--- src/rtl/gcd_stream_pkg.sv ---
// Shared types for the streaming binary-GCD core: FSM state encoding and
// the width of the common-power-of-two counter.
package gcd_stream_pkg;

  typedef enum logic [1:0] {
    ST_IDLE = 2'd0,
    ST_CALC = 2'd1,
    ST_DONE = 2'd2
  } gcd_state_t;

  // k counts shared factors of two; for nonzero operands it stays below n.
  function automatic int k_width(input int n);
    return $clog2(n) + 1;
  endfunction

endpackage

--- src/rtl/gcd_step.sv ---
// One reduction step of Stein's binary GCD on the working pair (x, y, k).
// Purely combinational; the caller registers the results.
module gcd_step
  import gcd_stream_pkg::*;
#(
  parameter int N  = 8,
  parameter int KW = k_width(N)
) (
  input  logic [N-1:0]  x,
  input  logic [N-1:0]  y,
  input  logic [KW-1:0] k,
  output logic [N-1:0]  x_nxt,
  output logic [N-1:0]  y_nxt,
  output logic [KW-1:0] k_nxt,
  output logic          done,
  output logic [N-1:0]  res
);

  always_comb begin
    x_nxt = x;
    y_nxt = y;
    k_nxt = k;
    done  = 1'b0;
    // Restore the shared factors of two; the true gcd always fits in N bits.
    res   = x << k;
    if (y == '0) begin
      done = 1'b1;
    end else if (!x[0] && !y[0]) begin
      x_nxt = x >> 1;
      y_nxt = y >> 1;
      k_nxt = k + 1'b1;
    end else if (!x[0]) begin
      x_nxt = x >> 1;
    end else if (!y[0]) begin
      y_nxt = y >> 1;
    end else if (x < y) begin
      y_nxt = y - x;
    end else begin
      x_nxt = y;
      y_nxt = x - y;
    end
  end

endmodule

--- src/rtl/gcd_stream.sv ---
// Streaming unsigned GCD with valid/ready on both sides and a tag per job.
// One Stein reduction per clock; a result can retire while the next job loads.
module gcd_stream
  import gcd_stream_pkg::*;
#(
  parameter int N     = 8,
  parameter int TAG_W = 4
) (
  input  logic             clk,
  input  logic             nrst,
  input  logic             in_valid,
  output logic             in_ready,
  input  logic [N-1:0]     a,
  input  logic [N-1:0]     b,
  input  logic [TAG_W-1:0] in_tag,
  output logic             out_valid,
  input  logic             out_ready,
  output logic [N-1:0]     c,
  output logic [TAG_W-1:0] out_tag
);

  localparam int KW = k_width(N);

  gcd_state_t       state;
  logic [N-1:0]     x, y;
  logic [KW-1:0]    k;
  logic [TAG_W-1:0] tag;

  logic [N-1:0]     x_nxt, y_nxt, res;
  logic [KW-1:0]    k_nxt;
  logic             step_done;
  logic             accept;
  logic [N-1:0]     x_ld, y_ld;

  gcd_step #(.N(N), .KW(KW)) u_step (
    .x     (x),
    .y     (y),
    .k     (k),
    .x_nxt (x_nxt),
    .y_nxt (y_nxt),
    .k_nxt (k_nxt),
    .done  (step_done),
    .res   (res)
  );

  assign in_ready = nrst & ((state == ST_IDLE) | ((state == ST_DONE) & out_ready));
  assign accept   = in_valid & in_ready;

  // A zero operand is moved into y so the first step terminates at once.
  assign x_ld = (a == '0) ? b : a;
  assign y_ld = (a == '0) ? '0 : b;

  always_ff @(posedge clk or negedge nrst) begin
    if (!nrst) begin
      state     <= ST_IDLE;
      x         <= '0;
      y         <= '0;
      k         <= '0;
      tag       <= '0;
      c         <= '0;
      out_tag   <= '0;
      out_valid <= 1'b0;
    end else begin
      case (state)
        ST_IDLE: begin
          if (accept) begin
            x     <= x_ld;
            y     <= y_ld;
            k     <= '0;
            tag   <= in_tag;
            state <= ST_CALC;
          end
        end
        ST_CALC: begin
          if (step_done) begin
            c         <= res;
            out_tag   <= tag;
            out_valid <= 1'b1;
            state     <= ST_DONE;
          end else begin
            x <= x_nxt;
            y <= y_nxt;
            k <= k_nxt;
          end
        end
        ST_DONE: begin
          if (out_ready) begin
            out_valid <= 1'b0;
            if (accept) begin
              x     <= x_ld;
              y     <= y_ld;
              k     <= '0;
              tag   <= in_tag;
              state <= ST_CALC;
            end else begin
              state <= ST_IDLE;
            end
          end
        end
        default: state <= ST_IDLE;
      endcase
    end
  end

endmodule
--- config.mk ---
export PLATFORM = sky130hd
export DESIGN_NAME = gcd_stream
export DESIGN_NICKNAME = d
export VERILOG_FILES = /design/src/rtl/gcd_stream_pkg.sv /design/src/rtl/gcd_step.sv /design/src/rtl/gcd_stream.sv
export SDC_FILE = /design/constraint.sdc
export NUM_CORES = 1
export LEC_CHECK = 0
export ABC_AREA = 0
export BUFFER_PORTS_ARGS = -buffer_cell sky130_fd_sc_hd__buf_2
export CAP_MARGIN = 15
export CORE_MARGIN = 2
export CORE_UTILIZATION = 50
export DETAILED_ROUTE_END_ITERATION = 8
export GPL_ROUTABILITY_DRIVEN = 0
export GPL_TIMING_DRIVEN = 1
export PLACE_DENSITY = 0.73
export SYNTH_ARGS = -nofsm -noshare
export SYNTH_HDL_FRONTEND = slang
export SYNTH_SLANG_ARGS = --single-unit
--- constraint.sdc ---
create_clock -name clk -period 4.8 [get_ports clk]
set_clock_uncertainty 0.05 [all_clocks]
set_input_delay 0.24 -clock clk [delete_from_list [all_inputs] [get_ports clk]]
set_output_delay 0.24 -clock clk [all_outputs]
set_load 0.05 [all_outputs]
Word level (Yosys, flattened, before mapping):

Cells that the tools add are included.

* output and inout port bits: 14
* input bits: 24
* word-level logic and storage cells: 84
* register bits after elaboration: 39

* equal/unequal tests: 11
* magnitude comparators: 1
* add/subtract/negate cells: 3
* bitwise gates (word level): 4
* shifts and indexed selects: 1
* muxes and demuxes: 38
* reductions and logical operators: 17

Operators by type and width (number)
* $mux W8: 18
* $pmux W8 S3: 2
* $mux W4: 7
* $logic_not A8 Y1: 2
* $sub A8 B8 Y8: 2
* $pmux W4 S3: 1
* $ne A2 B2 Y1 const B: 5
* $reduce_and A5 Y1: 2
* $lt A8 B8 Y1: 1
* $ne A4 B3 Y1 const B: 2
* $pmux W4 S2: 1
* $shl A8 B4 Y8: 1
* $mux W2: 3
* $pmux W2 S3: 1
* $reduce_and A3 Y1: 2
* $reduce_and A6 Y1: 1
* $add A4 B1 Y4 const B: 1
* $mux W1: 4
* $reduce_and A2 Y1: 2
* $reduce_and A4 Y1: 1
* $reduce_bool A2 Y1: 2
* $and A1 B1 Y1: 3
* $ne A3 B2 Y1 const B: 1
* $reduce_bool A3 Y1: 1
* other kinds (8): 9

Logic depth before layout (Yosys ltp):

Gate-level depths: netlist of run 1.

* word-level depth: 8
* mapped depth: 10
* depth with buffers taken out: 9

Modules after synthesis:

From an unflattened synthesis of run 1, not the netlist that was laid out.

* cell total of the unflattened synthesis: 350
* area, all modules: 3210.6 um2

By module, submodules not included
* gcd_stream: seq. area each 975.9 um2, area an instance 1846.8 um2, cells each 142, instances 1
* gcd_step: seq. area each 0.0 um2, area an instance 1363.8 um2, cells each 208, instances 1

Least setup slack after synthesis of run 1:

Ideal clock, no wire load.

* kind: flip-flop to flip-flop
* start point: reg x[0]
* end point: reg x[1]
* data required time: 4.622 ns
* clock period less this slack: 2.552 ns
* arrival time: 2.375 ns
* path slack: 2.248 ns
* stages on the path, launching flop included: 11
* buffers on the path: 1
* library setup time: 0.128 ns
* cells stage by stage: dfrtp_1 buf_2 nand2b_1 inv_1 fa_1 nor2b_1 o31a_2 o21a_1 nand2_1 a31oi_4 mux2_1

* cells in the longest elaborated chain, start to end: 6
* elaborated cells on any way between the ends: 11
* those cells by class: order compare: 1; eq/ne: 2; mux: 5; reduce/logical: 3

RTL lines
* start, declared: RTL line gcd_stream.sv:25 `logic [N-1:0] x, y;`
* start signal, assigned: RTL line gcd_stream.sv:67 `x <= x_ld;`
* start signal, assigned: RTL line gcd_stream.sv:81 `x <= x_nxt;`
* start signal, assigned: RTL line gcd_stream.sv:90 `x <= x_ld;`
* branches (longest 6 deep; another with $lt A8 B8 Y1)

Parallel ways; which one is timed is not known. The select of a mux whose other input is x is not followed.
A chain may end at the register's enable or synchronous reset.

Worst setup path after layout of run 1:

* start point: reg x[0]
* end point: reg x[3]

Same word-level chain as after synthesis.

==> out/results.ini, run 1 <==
[outcome]
status=completed

[grt]
grt_pass1_wl_um=11430
grt_use_total=0.2252
grt_pass1_vias=2312
antenna_found_initial=0
overflow=0
grt_start_max_net_pins=42

[die]
rows=28
die-area_mm2=0.006568
start_util=0.5103
die_h_um=81.05
io_pins=38
core-area_mm2=0.005816
die_w_um=81.05

[synthesis]
ys_seq_elements=39
synth_edf_count=0
yosysWarnings=0
syn_area_per_cell_um2=9.048
yosysMostFrequentCell=dfrtp_1
netlist_area_mm2=0.002968
synth_commonest_cells=dfrtp_1, nand2_1, inv_1, o21ai_0, a21oi_1
ys.flop_type=dfrtp_1
netlist_top_cells_area=dfrtp_1, mux2i_1, ha_1, mux2_1, nand2_1
syn_inst=328
yosys.area.top_type=dfrtp_1
ys_seq_area_frac=0.3288
synth_nets=368
synth_top_area_share=0.3288
ys_types=64
synthArstFlopShare=1.000

[critical_path]
crit_required_ps=4930
cp_max_fo=18
endpoint_kind=flop
arrival_ps=3350
crit_buf_inv=1
crit_slowest_cell=dfrtp_1
cp-start-kind=flop
cpLargestDelayFamily=flip-flops
criticalPathCategory=reg -> reg
crit_chain=nand2b_1 -> inv_1 -> fa_1 -> nor2b_1 -> o31a_2 -> o21a_1 -> nand2_1 -> a31oi_4 -> mux2_1
cp_slowest_stage_delay_ps=830

[sta]
hold_violations=0
tns_ps=0
worstMarginPinSlew_ps=765.8
rsz0062_at_grt=no
hold_slack_ps=94.38
post-route-period-util=0.6693
fmax_mhz=311.3
slew_headroom=0.4894
finalCriticalPeriod_ps=3213
setup_slack_ps=1587
setup_viol=0
maxSlewViolCount=0

[clock_network]
cts_htree_levels=2
cts_sinks=39
numCtsBuffers=5
clk_latency_ps=300
clk_path_buf_depth=2
path_clk_slew_ps=80
cts-root-buf=clkbuf_8
cts_tree=done
cts_resized=0

[power_and_ir_drop]
clock_power_share=0.112
peakVddDrop_mv=0.2963
pwr-share-seq=0.246
comb_power_share=0.642
power_mw=2.608
swShare=0.4995
power.leakage_nw=1.566
power.switching_mw=1.302
internal-power_mw=1.305
powerDensity_mw_per_mm2=794.3

[route]
dr.pass1.iters=4
drtIter0Drc=243
vias=2551
via_per_inst=5.946
wire_per_inst_um=16.56
drc_errors=0
detail-route-antenna-nets=0
drt-total-wl_um=7105

[place]
place_area_mm2=0.003156
dpl.cell_count=420
dp_hpwl_um=5267
dp_slack_ps=1618
port_buffers=37

[cells_and_area]
nets=393
area_delta_synth_final_pct=10.62
seq_area_um2=975.9
num_antenna_cells=0
utilization=0.5645
layout-drive-gt1-share=0.1808
nFillCells=550
fin_area_mm2=0.003283
instances_no_fill=429
multi_input_area_mm2=0.001807

[run]
maxCapViolCount=0

[worst_hold_path]
worstHoldPathType=in -> reg

-- layout by cell type, fill, tap and decap left out, types with 3 or more instances in the layout --
| master | synthesis | final |
|---|---|---|
| a211oi_1 | 9 | 9 |
| a21o_1 | 5 | 5 |
| a21oi_1 | 21 | 21 |
| a31oi_1 | 5 | 5 |
| and3_1 | 5 | 5 |
| buf_2 | 7 | 37 |
| clkbuf_8 | 0 | 6 |
| dfrtp_1 | 39 | 39 |
| ha_1 | 14 | 14 |
| inv_1 | 22 | 22 |
| mux2_1 | 12 | 12 |
| mux2_2 | 4 | 4 |
| mux2i_1 | 19 | 19 |
| nand2_1 | 31 | 31 |
| nand2b_1 | 4 | 4 |
| nand3_1 | 6 | 6 |
| nor2_1 | 17 | 17 |
| o211ai_1 | 5 | 5 |
| o21a_1 | 3 | 3 |
| o21ai_0 | 22 | 22 |
| o22ai_1 | 3 | 3 |
| o31ai_1 | 5 | 5 |
| xor2_1 | 4 | 4 |
-- per-layer routing --
metal | up-vias | global-route usage | share of wire
li1 | 1251 | - | -
met4 | 0 | 0.05085 | 0.0099
met1 | 1206 | 0.3408 | 0.47
met2 | 85 | 0.3306 | 0.44
met3 | 9 | 0.04444 | 0.078
met5 | - | 0 | 0
-- state kept, by name (all words and copies together) (netlist names) --
signal and cells:
c 8, tag 4, y 8, out_valid 1, x 8, out_tag 4, state 2, k 4
-- area by class of cell --
| class | count | area share |
|---|---|---|
| Clock inverter | 2 | 0.01067 |
| Timing Repair Buffer | 39 | 0.06174 |
| Tap cell | 75 | 0.02858 |
| Clock buffer | 6 | 0.02515 |
| Sequential cell | 39 | 0.2973 |
| Multi-Input combinational cell | 245 | 0.5503 |
| Inverter | 23 | 0.02630 |
-- power by group through the flow --
stage,registers [mW],logic [mW],clock network (mW)
floorplan,0.702,1.25,0
global placement,0.636,1.63,0
detailed placement,0.641,1.66,0
CTS,0.637,1.67,0.291
global route,0.661,1.85,0.307
finish,0.641,1.68,0.291
-- timing repair --
| action | 4_1_cts | 5_1_grt |
|---|---|---|
| hold buffers | 1 | 0 |
| hold endpoints to repair | 39 | 0 |
| buffers inserted | 0 | 0 |
-- logic make-up (layout without fill, tap and decap cells) --
group,after synthesis,after routing,share of synthesized area
adders and majority gates,16,16,0.07251
muxes,36,36,0.1324
DFF,39,39,0.3288
xor gates and xnor gates,5,5,0.01475
buffers and inverters,44,70,0.06239
and+or+nand+nor,84,84,0.1467
AOI/OAI and AO/OA,104,104,0.2424
-- worst reg2reg max path, delay by kind of cell (launching register included) --
| kind | cells | cell delay (ps) |
|---|---|---|
| adders and majority gates | 1 | 400 |
| buffers and inverters | 1 | 80 |
| muxes | 1 | 370 |
| and+or+nand+nor | 3 | 570 |
| DFF | 1 | 830 |
| AOI/OAI and AO/OA | 3 | 820 |
-- worst paths after layout --
kind	slack, ps	depth (start not counted)	from	endpoint
worst max-delay path	1590	9	x[0]$_DFFE_PN0P_	x[3]$_DFFE_PN0P_
worst min-delay path	90	2	in_valid	k[2]$_DFFE_PN0P_
worst max register to register	1590	9	x[0]$_DFFE_PN0P_	x[3]$_DFFE_PN0P_
worst min register to register	430	2	c[7]$_DFFE_PN0P_	c[7]$_DFFE_PN0P_
max in group asynchronous	3860	3	nrst	out_tag[2]$_DFFE_PN0P_
min in group asynchronous	480	3	nrst	y[1]$_DFFE_PN0P_
(Power assumes the default switching activity.)
==> run 2: changes to the inputs <==
Clock period 4.8 ns to 3 ns, I/O delays scaled along.
==> run 2 against run 1 <==
Global-route usage rose by 1.0 points. Largest cell class unchanged. Fmax rose by 19%. Core utilization rose by 0.52 points. Sequential power rose by 51%. Die area did not move.
==> out/results.ini, run 2 (same netlist as run 1, synthesis figures left out) <==
[clock_network]
clk_latency_ps=290  ; about the same
cts_htree_levels=2  ; unchanged
cts_tree=done
cts_sinks=39  ; unchanged
cts-root-buf=clkbuf_8
path_clk_slew_ps=80  ; about the same
clk_path_buf_depth=2  ; unchanged
post_cts_buffers=0  ; unchanged
numCtsBuffers=5  ; unchanged

[sta]
setup_viol=0  ; unchanged
worstMarginPinSlew_ps=655.3  ; -110.6 ps
fmax_mhz=369.8  ; +19%
maxSlewViolCount=0  ; unchanged
hold_violations=0  ; unchanged
finalCriticalPeriod_ps=2704  ; -508.6 ps
slew_headroom=0.5621  ; +0.07266
tns_ps=0  ; unchanged
post-route-period-util=0.9014  ; +0.2321
rsz0062_at_grt=no

[die]
rows=28  ; unchanged
core-area_mm2=0.005816  ; unchanged
start_util=0.5103  ; unchanged
io_pins=38  ; unchanged
die_h_um=81.05  ; unchanged
die_w_um=81.05  ; unchanged
die-area_mm2=0.006568  ; unchanged

[outcome]
status=completed

[power_and_ir_drop]
power.leakage_nw=1.584  ; +1.2%
peakVddDrop_mv=0.5743  ; +94%
powerDensity_mw_per_mm2=1269  ; +60%

[grt]
grt_use_total=0.2353  ; +0.01013
grt_pass1_vias=2478  ; +7.2%
grt_start_max_net_pins=41  ; -2.4%
grt_pass1_wl_um=11950  ; +4.5%
overflow=0  ; unchanged
antenna_found_initial=0  ; unchanged

[critical_path]
arrival_ps=2830  ; -520 ps
cp_slowest_stage_delay_ps=400  ; -430 ps
cp_max_fo=7  ; -11
cp-start-kind=flop
criticalPathCategory=reg -> reg
crit_chain=nand2b_1 -> inv_1 -> fa_1 -> nor2b_1 -> o31a_2 -> o21a_1 -> nand2_1 -> a31oi_4 -> mux2_1
crit_required_ps=3120  ; -1810 ps
endpoint_kind=flop
crit_slowest_cell=fa_1

[cells_and_area]
area_delta_synth_final_pct=11.64
seq_area_um2=975.9  ; unchanged
layout_common_cells=dfrtp_1, buf_2, nand2_1
multi_input_area_mm2=0.001807  ; unchanged
layout_commonest_cell=dfrtp_1
utilization=0.5697  ; +0.005163
layout-drive-gt1-share=0.1899  ; +0.009153
nFillCells=549  ; -0.18%
nets=397  ; +1.0%
num_antenna_cells=0  ; unchanged
reg_top3=c x8, x x8, y x8

[route]
via_per_inst=6.058  ; +1.9%
wire_per_inst_um=16.59  ; +0.16%
vias=2623  ; +2.8%
drc_errors=0  ; unchanged
drtIter0Drc=287  ; +18%
drt-total-wl_um=7183  ; +1.1%
detail-route-antenna-nets=0  ; unchanged
dr.pass1.iters=5  ; +1

[run]
maxCapViolCount=0  ; unchanged

[place]
dp_hpwl_um=5349  ; +1.6%
port_buffers=37  ; unchanged

[worst_hold_path]
worstHoldPathType=in -> reg

[run 2: cell count changes in the layout (fill, tap and decap cells not counted)]
cell   before  now
buf_4       1    5
[run 2: worst paths after layout]
path / slack, ps / depth (start not counted) / startpoint / to
setup reg to reg: 300 / 9 / x[0]$_DFFE_PN0P_ / x[5]$_DFFE_PN0P_
hold / removal: 20 / 2 / in_valid / k[2]$_DFFE_PN0P_
hold reg to reg: 420 / 2 / c[6]$_DFFE_PN0P_ / c[6]$_DFFE_PN0P_
max in group asynchronous: 2060 / 3 / nrst / tag[1]$_DFFE_PN0P_
setup / recovery: 300 / 9 / x[0]$_DFFE_PN0P_ / x[5]$_DFFE_PN0P_
min in group asynchronous: 480 / 3 / nrst / c[5]$_DFFE_PN0P_
[run 2: metal layers]
metal / track usage / vias to the layer above / share of wire
met2: 0.3504 / 106 / 0.45
li1: - / 1258 / -
met4: 0.06441 / 0 / 0.015
met3: 0.03889 / 14 / 0.078
met1: 0.3520 / 1245 / 0.45
met5: 0 / - / 0
[run 2: critical path: cells and delay by family, from the launching register on]
family | cells | cell delay [ps]
compound gates | 3 | 830
fa+ha+maj | 1 | 400
buf+inv | 1 | 80
flops | 1 | 350
mux | 1 | 360
simple gates | 3 | 500
[run 2: layout make-up]
class / count / area share
Multi-Input combinational cell: 245 / 0.5453
Sequential cell: 39 / 0.2946
Timing Repair Buffer: 43 / 0.07024
Tap cell: 75 / 0.02832
Inverter: 23 / 0.02606
Clock buffer: 6 / 0.02492
Clock inverter: 2 / 0.01057
[run 2: per-stage QoR]
stage	instance area [um^2]	worst slack [ps]	instances	hold WS [ps]	total power, mW
2_1_floorplan	2968	447.9	328	-195.6	3.129
3_3_place_gp	3186	433.4	424	269.5	3.653
3_5_place_dp	3186	365.3	424	277.4	3.708
4_1_cts	3313	330.5	433	3.185	4.185
5_1_grt	3313	125.9	433	14.76	4.586
6_report	3313	295.8	433	16.55	4.205
[run 2: what timing repair did]
action / in CTS / in global routing
endpoints found under the hold margin: 39 / 0
hold buffers: 1 / 0
resized for setup: 0 / 0
[run 2: power by group]
| group | switching (mW) | internal (mW) | total, mW |
|---|---|---|---|
| Sequential | 0.230 | 0.738 | 0.968 |
| Combinational | 1.67 | 1.11 | 2.78 |
| Clock | 0.190 | 0.269 | 0.459 |
==> run 3: changes to the inputs <==
Settings changed: BUFFER_PORTS_ARGS -buffer_cell sky130_fd_sc_hd__buf_2 to unset, CAP_MARGIN 15 to 20, DONT_BUFFER_PORTS set to 1, PLACE_DENSITY 0.73 to 0.68.
==> run 3 against run 2 <==
Clock power is 2% lower. Combinational power decreased by 11%. Sequential share of layout area grew 0.54 points. Routed wire length up 0.29%. Final cell count is 5.8% lower. Die area unchanged. Sequential power up 24%. Worst setup slack better by 28 ps. Critical path type unchanged. Largest power group unchanged.
==> out/results.ini, run 3 (same netlist as run 1, synthesis figures left out) <==
[outcome]
status=completed

[critical_path]
cpLargestDelayFamily=compound AO/OA/AOI/OAI gates
crit_buf_inv=1  ; unchanged
ff2ff_path_depth=9  ; unchanged
arrival_ps=2810  ; -20 ps
crit_slowest_cell=fa_1
crit_chain=nand2b_1 -> inv_1 -> fa_1 -> nor2b_1 -> o31a_2 -> o21a_1 -> nand2_1 -> a31oi_4 -> mux2_1
endpoint_kind=flop
criticalPathCategory=reg -> reg
crit_required_ps=3140  ; +20 ps
cp_slowest_stage_delay_ps=400  ; about the same
cp_max_fo=7  ; unchanged
cp-start-kind=flop
cp.depth=9  ; unchanged

[worst_hold_path]
worstHoldPathType=in -> reg
hold_depth=2  ; unchanged

[sta]
maxSlewViolCount=0  ; unchanged
tns_ps=0  ; unchanged
rsz0062_at_grt=no
slew_headroom=0.5574  ; -0.004675
post-route-period-util=0.8921  ; -0.009302
hold_violations=0  ; unchanged
worstMarginPinSlew_ps=662.3  ; +6.995 ps
setup_viol=0  ; unchanged
finalCriticalPeriod_ps=2676  ; -27.91 ps
fmax_mhz=373.6  ; +1.0%

[cells_and_area]
nets=372  ; -6.3%
utilization=0.5594  ; -0.01033
layout_commonest_cell=dfrtp_1
num_antenna_cells=0  ; unchanged
multi_input_area_mm2=0.001807  ; unchanged
area_delta_synth_final_pct=9.612
nFillCells=537  ; -2.2%
seq_area_um2=975.9  ; unchanged
layout-drive-gt1-share=0.09610  ; -0.09385
layout_common_cells=dfrtp_1, nand2_1, inv_1, o21ai_0, a21oi_1
reg_top3=c x8, x x8, y x8

[die]
rows=28  ; unchanged
die-area_mm2=0.006568  ; unchanged
core-area_mm2=0.005816  ; unchanged
io_pins=38  ; unchanged
die_h_um=81.05  ; unchanged
die_w_um=81.05  ; unchanged
start_util=0.5103  ; unchanged

[clock_network]
cts_tree=done
cts_htree_levels=2  ; unchanged
post_cts_buffers=0  ; unchanged
path_clk_slew_ps=80  ; about the same
clk_latency_ps=300  ; about the same
numCtsBuffers=5  ; unchanged
cts_resized=0  ; unchanged
cts_sinks=39  ; unchanged
clk_path_buf_depth=2  ; unchanged
holdBufCountCts=13  ; +12
cts-root-buf=clkbuf_8

[route]
drt-total-wl_um=7204  ; +0.29%
detail-route-antenna-nets=0  ; unchanged
dr.pass1.iters=4  ; -1
wire_per_inst_um=17.66  ; +6.4%
drtIter0Drc=168  ; -41%
vias=2488  ; -5.1%
drc_errors=0  ; unchanged
via_per_inst=6.098  ; +0.67%

[power_and_ir_drop]
peakVddDrop_mv=0.8358  ; +46%
power_mw=4.127  ; -1.8%
power.leakage_nw=1.475  ; -6.9%
powerDensity_mw_per_mm2=1269  ; about the same

[grt]
antenna_found_initial=0  ; unchanged
grt_use_total=0.2304  ; -0.004927
grt_start_max_net_pins=40  ; -2.4%
overflow=0  ; unchanged
grt_pass1_wl_um=11540  ; -3.4%
grt_pass1_vias=2350  ; -5.2%

[place]
port_buffers=0  ; -100%
dp_hpwl_um=5189  ; -3.0%

[run]
maxCapViolCount=0  ; unchanged

## run 3: cell count changes in the layout (fill, tap and decap cells not counted)
| cell | previous run | this run |
|---|---|---|
| clkinv_4 | 0 | 1 |
| dlygate4sd3_1 | 1 | 12 |
| buf_2 | 37 | 0 |
| buf_12 | 0 | 1 |
| clkbuf_8 | 6 | 5 |
## run 3: report_power, final
group / switching [mW] / internal (mW) / total [mW] / leakage [nW]
clock: 0.204 / 0.248 / 0.451 / 0.0581
sequential: 0.467 / 0.734 / 1.20 / 0.483
combinational: 1.40 / 1.08 / 2.47 / 0.934
## run 3: final timing paths
kind | startpoint | to | slack [ps]
min reg2reg | tag[3]$_DFFE_PN0P_ | out_tag[3]$_DFFE_PN0P_ | 430
max | y[0]$_DFFE_PN0P_ | x[7]$_DFFE_PN0P_ | 320
min in group asynchronous | nrst | c[5]$_DFFE_PN0P_ | 250
max in group asynchronous | nrst | x[3]$_DFFE_PN0P_ | 2440
min | b[0] | y[0]$_DFFE_PN0P_ | 9
max reg2reg | y[0]$_DFFE_PN0P_ | x[7]$_DFFE_PN0P_ | 320
## run 3: cell type report
| class | count | area share |
|---|---|---|
| multi-input cells | 245 | 0.5554 |
| flip-flops and latches | 39 | 0.3000 |
| repair buffers | 18 | 0.05462 |
| well taps | 75 | 0.02885 |
| inverters | 23 | 0.02654 |
| clock buffers | 5 | 0.02115 |
| clock inverters | 3 | 0.01346 |
## run 3: per-stage QoR
| step | hold WS, ps | instances | area (um^2) | setup WS (ps) |
|---|---|---|---|---|
| floorplan | -195.6 | 328 | 2968 | 447.9 |
| global placement | -194.4 | 387 | 3000 | 406.8 |
| detailed placement | -194.7 | 387 | 3000 | 368.8 |
| CTS | 3.809 | 408 | 3253 | 338.9 |
| global route | 17.71 | 408 | 3253 | 199.4 |
| finish | 8.693 | 408 | 3253 | 323.7 |
## run 3: routing by layer
layer	GRT usage	up-vias	wire length, um
li1	-	1208	-
met1	0.3378	1184	3419
met2	0.3388	87	3116
met3	0.06000	9	584
met4	0.05424	0	83
met5	0	-	0
